**src/rtl/line_assembler.sv**
```systemverilog
// line_assembler -- gathers up to 16 words of `width` bits into one line
// and hands the line to a consumer with a valid/ready handshake.
//
// Ports
//   clk, rst          clock, asynchronous active-high reset
//   in_valid/in_ready word handshake; in_sel picks slot, in_data is the word
//   flush             hand off a partially filled line (LINE_ASSEMBLER_FLUSH_EN)
//   out_valid/out_ready line handshake
//   out_line          16 slots, slot k at [k*width +: width]; unwritten slots read 0
//   out_mask          bit k set when slot k was written
//   out_count         popcount of out_mask (0..16)
//
// Build option
//   LINE_ASSEMBLER_FLUSH_EN  when defined, flush in FILL with a non-empty line
//                            (counting a same-cycle write) moves to HOLD.
//                            When undefined, flush is ignored entirely.

// One storage slot: cleared when the line is accepted, loaded on a write.
module line_assembler_slot #(
    parameter int width = 16
) (
    input  logic             clk,
    input  logic             rst,
    input  logic             clr,
    input  logic             we,
    input  logic [width-1:0] d,
    output logic [width-1:0] q
);
    always_ff @(posedge clk or posedge rst) begin
        if (rst)
            q <= '0;
        else if (clr)
            q <= '0;
        else if (we)
            q <= d;
    end
endmodule

module line_assembler #(
    parameter int width = 16
) (
    input  logic                clk,
    input  logic                rst,
    input  logic                in_valid,
    input  logic [3:0]          in_sel,
    input  logic [width-1:0]    in_data,
    output logic                in_ready,
    input  logic                flush,
    output logic                out_valid,
    input  logic                out_ready,
    output logic [16*width-1:0] out_line,
    output logic [15:0]         out_mask,
    output logic [4:0]          out_count
);
    typedef enum logic {FILL = 1'b0, HOLD = 1'b1} state_t;

    state_t                  state, state_nxt;
    logic                    wr;
    logic                    clr;
    logic                    flush_go;
    logic [15:0]             sel_oh;
    logic [15:0]             mask_q;
    logic [15:0]             mask_nxt;
    logic [4:0]              count_q;
    logic [15:0][width-1:0]  slot_q;

    // Writes only land in FILL; HOLD ignores the producer side completely.
    assign wr       = (state == FILL) && in_valid;
    assign clr      = (state == HOLD) && out_ready;
    assign sel_oh   = 16'd1 << in_sel;
    assign mask_nxt = wr ? (mask_q | sel_oh) : mask_q;

`ifdef LINE_ASSEMBLER_FLUSH_EN
    // mask_nxt already includes a write in the same cycle as the flush.
    assign flush_go = flush && (mask_nxt != 16'd0);
`else
    logic flush_unused;
    assign flush_unused = flush;
    assign flush_go     = 1'b0;
`endif

    // State register
    always_ff @(posedge clk or posedge rst) begin
        if (rst)
            state <= FILL;
        else
            state <= state_nxt;
    end

    // Next-state logic
    always_comb begin
        state_nxt = state;
        case (state)
            FILL: if ((&mask_nxt) || flush_go) state_nxt = HOLD;
            HOLD: if (out_ready)               state_nxt = FILL;
            default:                           state_nxt = FILL;
        endcase
    end

    // Output logic
    always_comb begin
        in_ready  = 1'b0;
        out_valid = 1'b0;
        case (state)
            FILL:    in_ready  = 1'b1;
            HOLD:    out_valid = 1'b1;
            default: in_ready  = 1'b1;
        endcase
    end

    // Mask and count move together; a rewrite of a set slot adds nothing.
    always_ff @(posedge clk or posedge rst) begin
        if (rst) begin
            mask_q  <= '0;
            count_q <= '0;
        end else if (clr) begin
            mask_q  <= '0;
            count_q <= '0;
        end else if (wr) begin
            mask_q  <= mask_nxt;
            count_q <= count_q + {4'd0, ~mask_q[in_sel]};
        end
    end

    for (genvar k = 0; k < 16; k++) begin : g_slot
        line_assembler_slot #(.width(width)) u_slot (
            .clk (clk),
            .rst (rst),
            .clr (clr),
            .we  (wr && sel_oh[k]),
            .d   (in_data),
            .q   (slot_q[k])
        );
    end

    assign out_line  = slot_q;
    assign out_mask  = mask_q;
    assign out_count = count_q;
endmodule

```
**config.mk**
```make
export PLATFORM = sky130hd
export DESIGN_NAME = line_assembler
export DESIGN_NICKNAME = d
export VERILOG_FILES = /design/src/rtl/line_assembler.sv
export SDC_FILE = /design/constraint.sdc
export NUM_CORES = 1
export LEC_CHECK = 0
export BUFFER_PORTS_ARGS = -buffer_cell sky130_fd_sc_hd__clkbuf_2
export CAP_MARGIN = 20
export CORE_AREA = 2 2 162 164
export CTS_CLUSTER_SIZE = 14
export DETAILED_ROUTE_END_ITERATION = 6
export DIE_AREA = 0 0 164 166
export GPL_TIMING_DRIVEN = 0
export MAX_ROUTING_LAYER = met4
export PLACE_DENSITY_LB_ADDON = 0.05
export SLEW_MARGIN = 20
export SYNTH_ARGS = -nofsm -noshare
export SYNTH_HDL_FRONTEND = slang
export SYNTH_SLANG_ARGS = --single-unit
```
**constraint.sdc**
```tcl
create_clock -name clk -period 10.03 [get_ports clk]
set_input_delay 1.003 -clock clk [delete_from_list [all_inputs] [get_ports clk]]
set_output_delay 1.003 -clock clk [all_outputs]
set_load 0.01 [all_outputs]
```
# Word-level counts from Yosys, hierarchy flattened
# Index checks and enable logic that the tools add are counted.
[classes]
n_addsub = 1
n_mul = 0
div = 0
order_cmp = 1
n_eq_ne = 0
shift = 1
mux = 44
n_bitwise = 3
n_reduce_logical = 36
[ops]
columns = ["operator", "n"]
rows = [
  ["two-way mux 16 bit", 35],
  ["nonzero test 2 bit", 17],
  ["logical AND 1 bit", 18],
  ["bitwise OR 16 bit", 1],
  ["AND reduction 16 bit", 1],
  ["left shift 1 x 4 -> 16 bit, first input constant", 1],
  ["two-way mux 5 bit", 2],
  ["adder 5 x 1 -> 5 bit", 1],
  ["less-than comparator 4 x 5 -> 1 bit, second input constant", 1],
  ["two-way mux 1 bit", 5],
  ["binary-select mux 1 bit (select 4 bit)", 1],
  ["NOT 1 bit", 2],
  ["case mux 1 bit (2 select lines)", 1],
]
[word_totals]
regBits = 278
latch_bits = 0
ramBits = 0
romBits = 0
inputBits = 25
output_inout_bits = 279
elab_cells = 105
mem_count = 0

# Logic depth before layout (Yosys ltp)
[depth]
word_depth = 6
mapped_depth = 9
depth_no_buf = 8

# Cells and area by module
# A second synthesis with hierarchy kept.
[hier_totals]
hier_cells = 984
hier_area_um2 = 11926.4
[by_module_without_submodules]
columns = ["mod", "n_inst", "cells_each", "area_per_inst_um2", "seq_area_each_um2"]
rows = [
  ["line_assembler_slot", 16, 53, 664.4, 400.4],
  ["line_assembler", 1, 136, 1296.2, 550.5],
]

# Worst setup path before layout
# OpenSTA, ideal clock, no wires.
[synth_timing]
path_type = "input-to-reg"
startpoint = "input in_sel[0]"
endpoint = "register count_q[1] (netlist: out_count[1])"
setup_ns = 0.121
arrival_ns = 2.758
t_required_ns = 9.909
path_slack_ns = 7.151
cell_stages = 7
path_buffers = 1
path_cell_list = "buf_4 -> mux4_1 -> mux4_2 -> inv_1 -> ha_1 -> ha_1 -> a22o_1"
[synth_between]
elab_chain_len = 6
[synth_rtl]
columns = ["item", "line", "rtl"]
rows = [
  ["start, declared", "45", "input logic [3:0] in_sel,"],
  ["binary-select mux 1 bit (select 4 bit)", "121", "count_q <= count_q + {4'd0, ~mask_q[in_sel]};"],
  ["two-way mux 1 bit (implied by the code)", "121", ""],
  ["NOT 1 bit", "121", ""],
  ["adder 5 x 1 -> 5 bit", "121", ""],
  ["two-way mux 5 bit", "119", "end else if (wr) begin"],
  ["two-way mux 5 bit", "116", "end else if (clr) begin"],
  ["end signal, assigned", "121", ""],
  ["end, declared", "64", "logic [4:0] count_q;"],
]
# No other way between the ends. The select of a mux whose other input is x is not followed.
# A chain may end at the register's enable or synchronous reset.

# Worst setup path after layout
[layout_timing]
startpoint = "input in_sel[2]"
endpoint = "register g_slot[2].u_slot.q[7]"
[layout_between]
elab_chain_len = 3
[layout_rtl]
columns = ["item", "line", "rtl"]
rows = [
  ["left shift 1 x 4 -> 16 bit", "70", "assign sel_oh = 16'd1 << in_sel;"],
  ["logical AND 1 bit", "130", ".we (wr && sel_oh[k]),"],
  ["nonzero test 2 bit (no line)", "n/a", ""],
  ["end signal, assigned", "31", "q <= '0;"],
  ["end signal, assigned", "33", "q <= '0;"],
  ["end signal, assigned", "35", "q <= d;"],
  ["end, declared", "27", "output logic [width-1:0] q"],
]
# No other way between the ends.

==> metrics.md <==
| Metric | Value |
|---|---|
| Status | finished, final reports clean |
| Crit path required time | 10490 ps |
| Avg WL per Cell | 20.1 microns |
| Startpoint Class | primary input |
| H-tree levels | 1 |
| Share of layout cells above drive strength 1 | 22.7% |
| Placed Area | 0.0132 sq mm |
| Most frequent cell after synthesis | nand2_1 |
| Fill cells | 2442 |
| Finished Core Util | a little under three fifths |
| Via density | 5.18 |
| Synth top area cells | dfrtp_1 (61%), nand2_1 (17%), a21oi_1 (11%), clkbuf_1 (2.9%), nor2_1 (1.0%) |
| Tcrit/Tclk final | around 25% |
| Postcts setup bufs | 0 |
| Pre-CTS setup slack | roughly 6900 ps |
| Total GRT Usage | 29.2% |
| Max cap viols | 0 |
| CTS sink cnt | roughly 280 |
| Crit path setup slack, layout | 7500 ps |
| Max clock buf depth | 3 |
| TritonCTS clock tree | built |
| Commonest cells in the netlist | nand2_1 (526), dfrtp_1 (278), a21oi_1 (259), clkbuf_1 (88), nor2_1 (31) |
| Initial antenna violation count | 0 |
| Peak supply drop | 131 uV |
| Detailed-router iteration count before antenna repair | 5 |
| Final Cell Area | between 0.01 and 0.015 sq mm |
| Final #Nets | 1613 |
| ANT nets after route | 0 |
| Main flop type after synthesis | dfrtp_1 |
| Die Y | roughly 170 microns |
| Syn-to-layout area delta | 25.4% |
| Leak | 6.95 nW |
| Die area | 0.0272 sq mm |
| Port buffer count | between 200 and 300 |
| Sequential share of the synthesized area | 61.5% |
| RSZ-0062 raised after global routing | false |
| Power density cells | 270 mW/mm^2 |
| Num CTS Buffers | 30 |
| Cell Area, Synth | 0.0113 sq mm |
| Slew Viols, Final | 0 |
| ANT cells | 0 |
| FMAX | 395 MHz |
| Core Footprint | 0.0256 sq mm |
| Grt ovf | 0 |
| Boundary Pins | 304 |
| Yosys warnings | 0 |
| Fin crit period | between 2000 and 3000 ps |
| Crit end category | flop |
| Initial Util | between 40 and 50% |
| Post-Syn Area per Cell | a little under 9 sq um |
| Post-CTS Resized | 0 |
| Drt drc | 0 |
| Root buffer cell | clkbuf_16 |
| Via Count | 10.1k |
| Die Wd | 164 microns |
| # rows | 59 |
| Detail Placement HPWL | roughly 27000 microns |
| Largest net degree at the start of global routing | between 90 and 100 |
| Synth area leader | dfrtp_1 |
| Seq cells post-synth | 278 |
| Skew final | roughly 9.6 ps |
| Top cell type's share of synthesized area | 61.5% |
| Initial DRC count | about 830 |
| Final Hold Vio Count | 0 |
| Asr flop ratio synth | 100% |
| Total Routed Length | 39100 microns |
| Synth Instances | 1267 |
| Crit Path Max Fanout | 10 |
| Cell variety after synth | 31 |
| Worst slew pin tran | 1200 ps |
| Post-CTS Hold Fix Bufs | 0 |
| Vias in the first global route | around 9.5k |
| Setup Viol. Count Final | 0 |
| Hold WS | between 400 and 500 ps |
| Worst endpoint data arrival time | 3000 ps |
| Hold WC Path Type | primary input to async pin |
| Total Power | approximately 3.8 mW |
| EDFF count, synth | 0 |
| Routability Congestion | 0.828 |
| Worst-skew pair later-pin latency | 550 ps |
| Clock transition at the registers of the reported paths | approximately 60 ps |
| First-pass GRT wire length | between 50000 and 60000 microns |
| Relative slew slack | 19.7% |
| Syn Nets | 1294 |
| Type of the worst setup path | primary input to flop |
## path summary, 6_finish.rpt
check	start	end	slack [ps]	cells after the start
setup / recovery	in_sel[2]	g_slot[2].u_slot.q[7]$_DFFE_PP0P_	7500	8
hold / removal	rst	g_slot[15].u_slot.q[3]$_DFFE_PP0P_	440	2
setup reg to reg	state$_DFF_PP0_	g_slot[15].u_slot.q[6]$_DFFE_PP0P_	7750	7
hold reg to reg	out_count[4]$_DFFE_PP0P_	out_count[4]$_DFFE_PP0P_	490	1
max in group asynchronous	rst	g_slot[1].u_slot.q[13]$_DFFE_PP0P_	8510	4
min in group clk	out_count[4]$_DFFE_PP0P_	out_count[4]$_DFFE_PP0P_	490	1
## state kept, by name, summed over array words and instances (netlist names)
name / cells
state: 1
out_count: 5
g_slot.u_slot.q: 256
out_mask: 16
## layer usage
metal | share of wire, % | GRT usage (%)
met3 | 8.4 | 6.84
met2 | 46 | 44.8
met1 | 43 | 39.4
met5 | 0 | -
met4 | 2.5 | 7.55
## where the power goes
group	internal [mW]	total [mW]	switching, mW
sequential	1.47	1.68	0.215
clock	0.621	1.08	0.456
combinational	0.438	1.07	0.635
total	2.52	3.83	1.31
## through the flow
step,TNS (ps),std cells
CTS,0,1940
global route,0,1940
global placement,-593160,1886
finish,0,1940
detailed placement,0,1889
floorplan,0,1267
## kinds of logic (layout without fill, tap and decap cells)
family / Yosys count / count (layout) / synth area share, %
buf+inv: 121 / 459 / 4.40
mux: 5 / 5 / 1.09
flops: 278 / 278 / 61.5
compound gates: 267 / 267 / 12.0
fa+ha+maj: 2 / 2 / 0.221
simple gates: 594 / 594 / 20.8
## critical path, stage by stage
cell and delay (ps):
clkbuf_2 100, clkbuf_1 250, nor2_1 520, and2_1 200
buf_2 230, clkbuf_1 380, nand2_1 100, a21oi_1 200
## placed cells by master (no fill, tap or decap), types with 4 or more instances in the layout
| cell | Yosys | layout |
|---|---|---|
| clkinv_2 | 0 | 7 |
| clkbuf_2 | 0 | 284 |
| clkbuf_16 | 0 | 31 |
| buf_2 | 20 | 20 |
| nor2_1 | 31 | 31 |
| nand2_1 | 526 | 526 |
| a21oi_1 | 259 | 259 |
| and3_1 | 4 | 4 |
| and2_1 | 11 | 11 |
| dfrtp_1 | 278 | 278 |
| clkbuf_1 | 88 | 94 |
| clkbuf_8 | 0 | 5 |
| nand3_1 | 7 | 7 |
| buf_1 | 6 | 6 |
## layout make-up
| cell class | count | area, sq um | share of cell area (%) |
|---|---|---|---|
| inverters | 3 | 18.8 | 0.132 |
| well taps | 335 | 419 | 2.96 |
| repair buffers | 287 | 1500 | 10.6 |
| plain buffers | 118 | 487 | 3.43 |
| multi-input cells | 868 | 3860 | 27.2 |
| flip-flops and latches | 278 | 6960 | 49.0 |
| clock buffers | 42 | 867 | 6.11 |
| clock inverters | 9 | 72.6 | 0.512 |
Power figures use the tool's default switching activity.
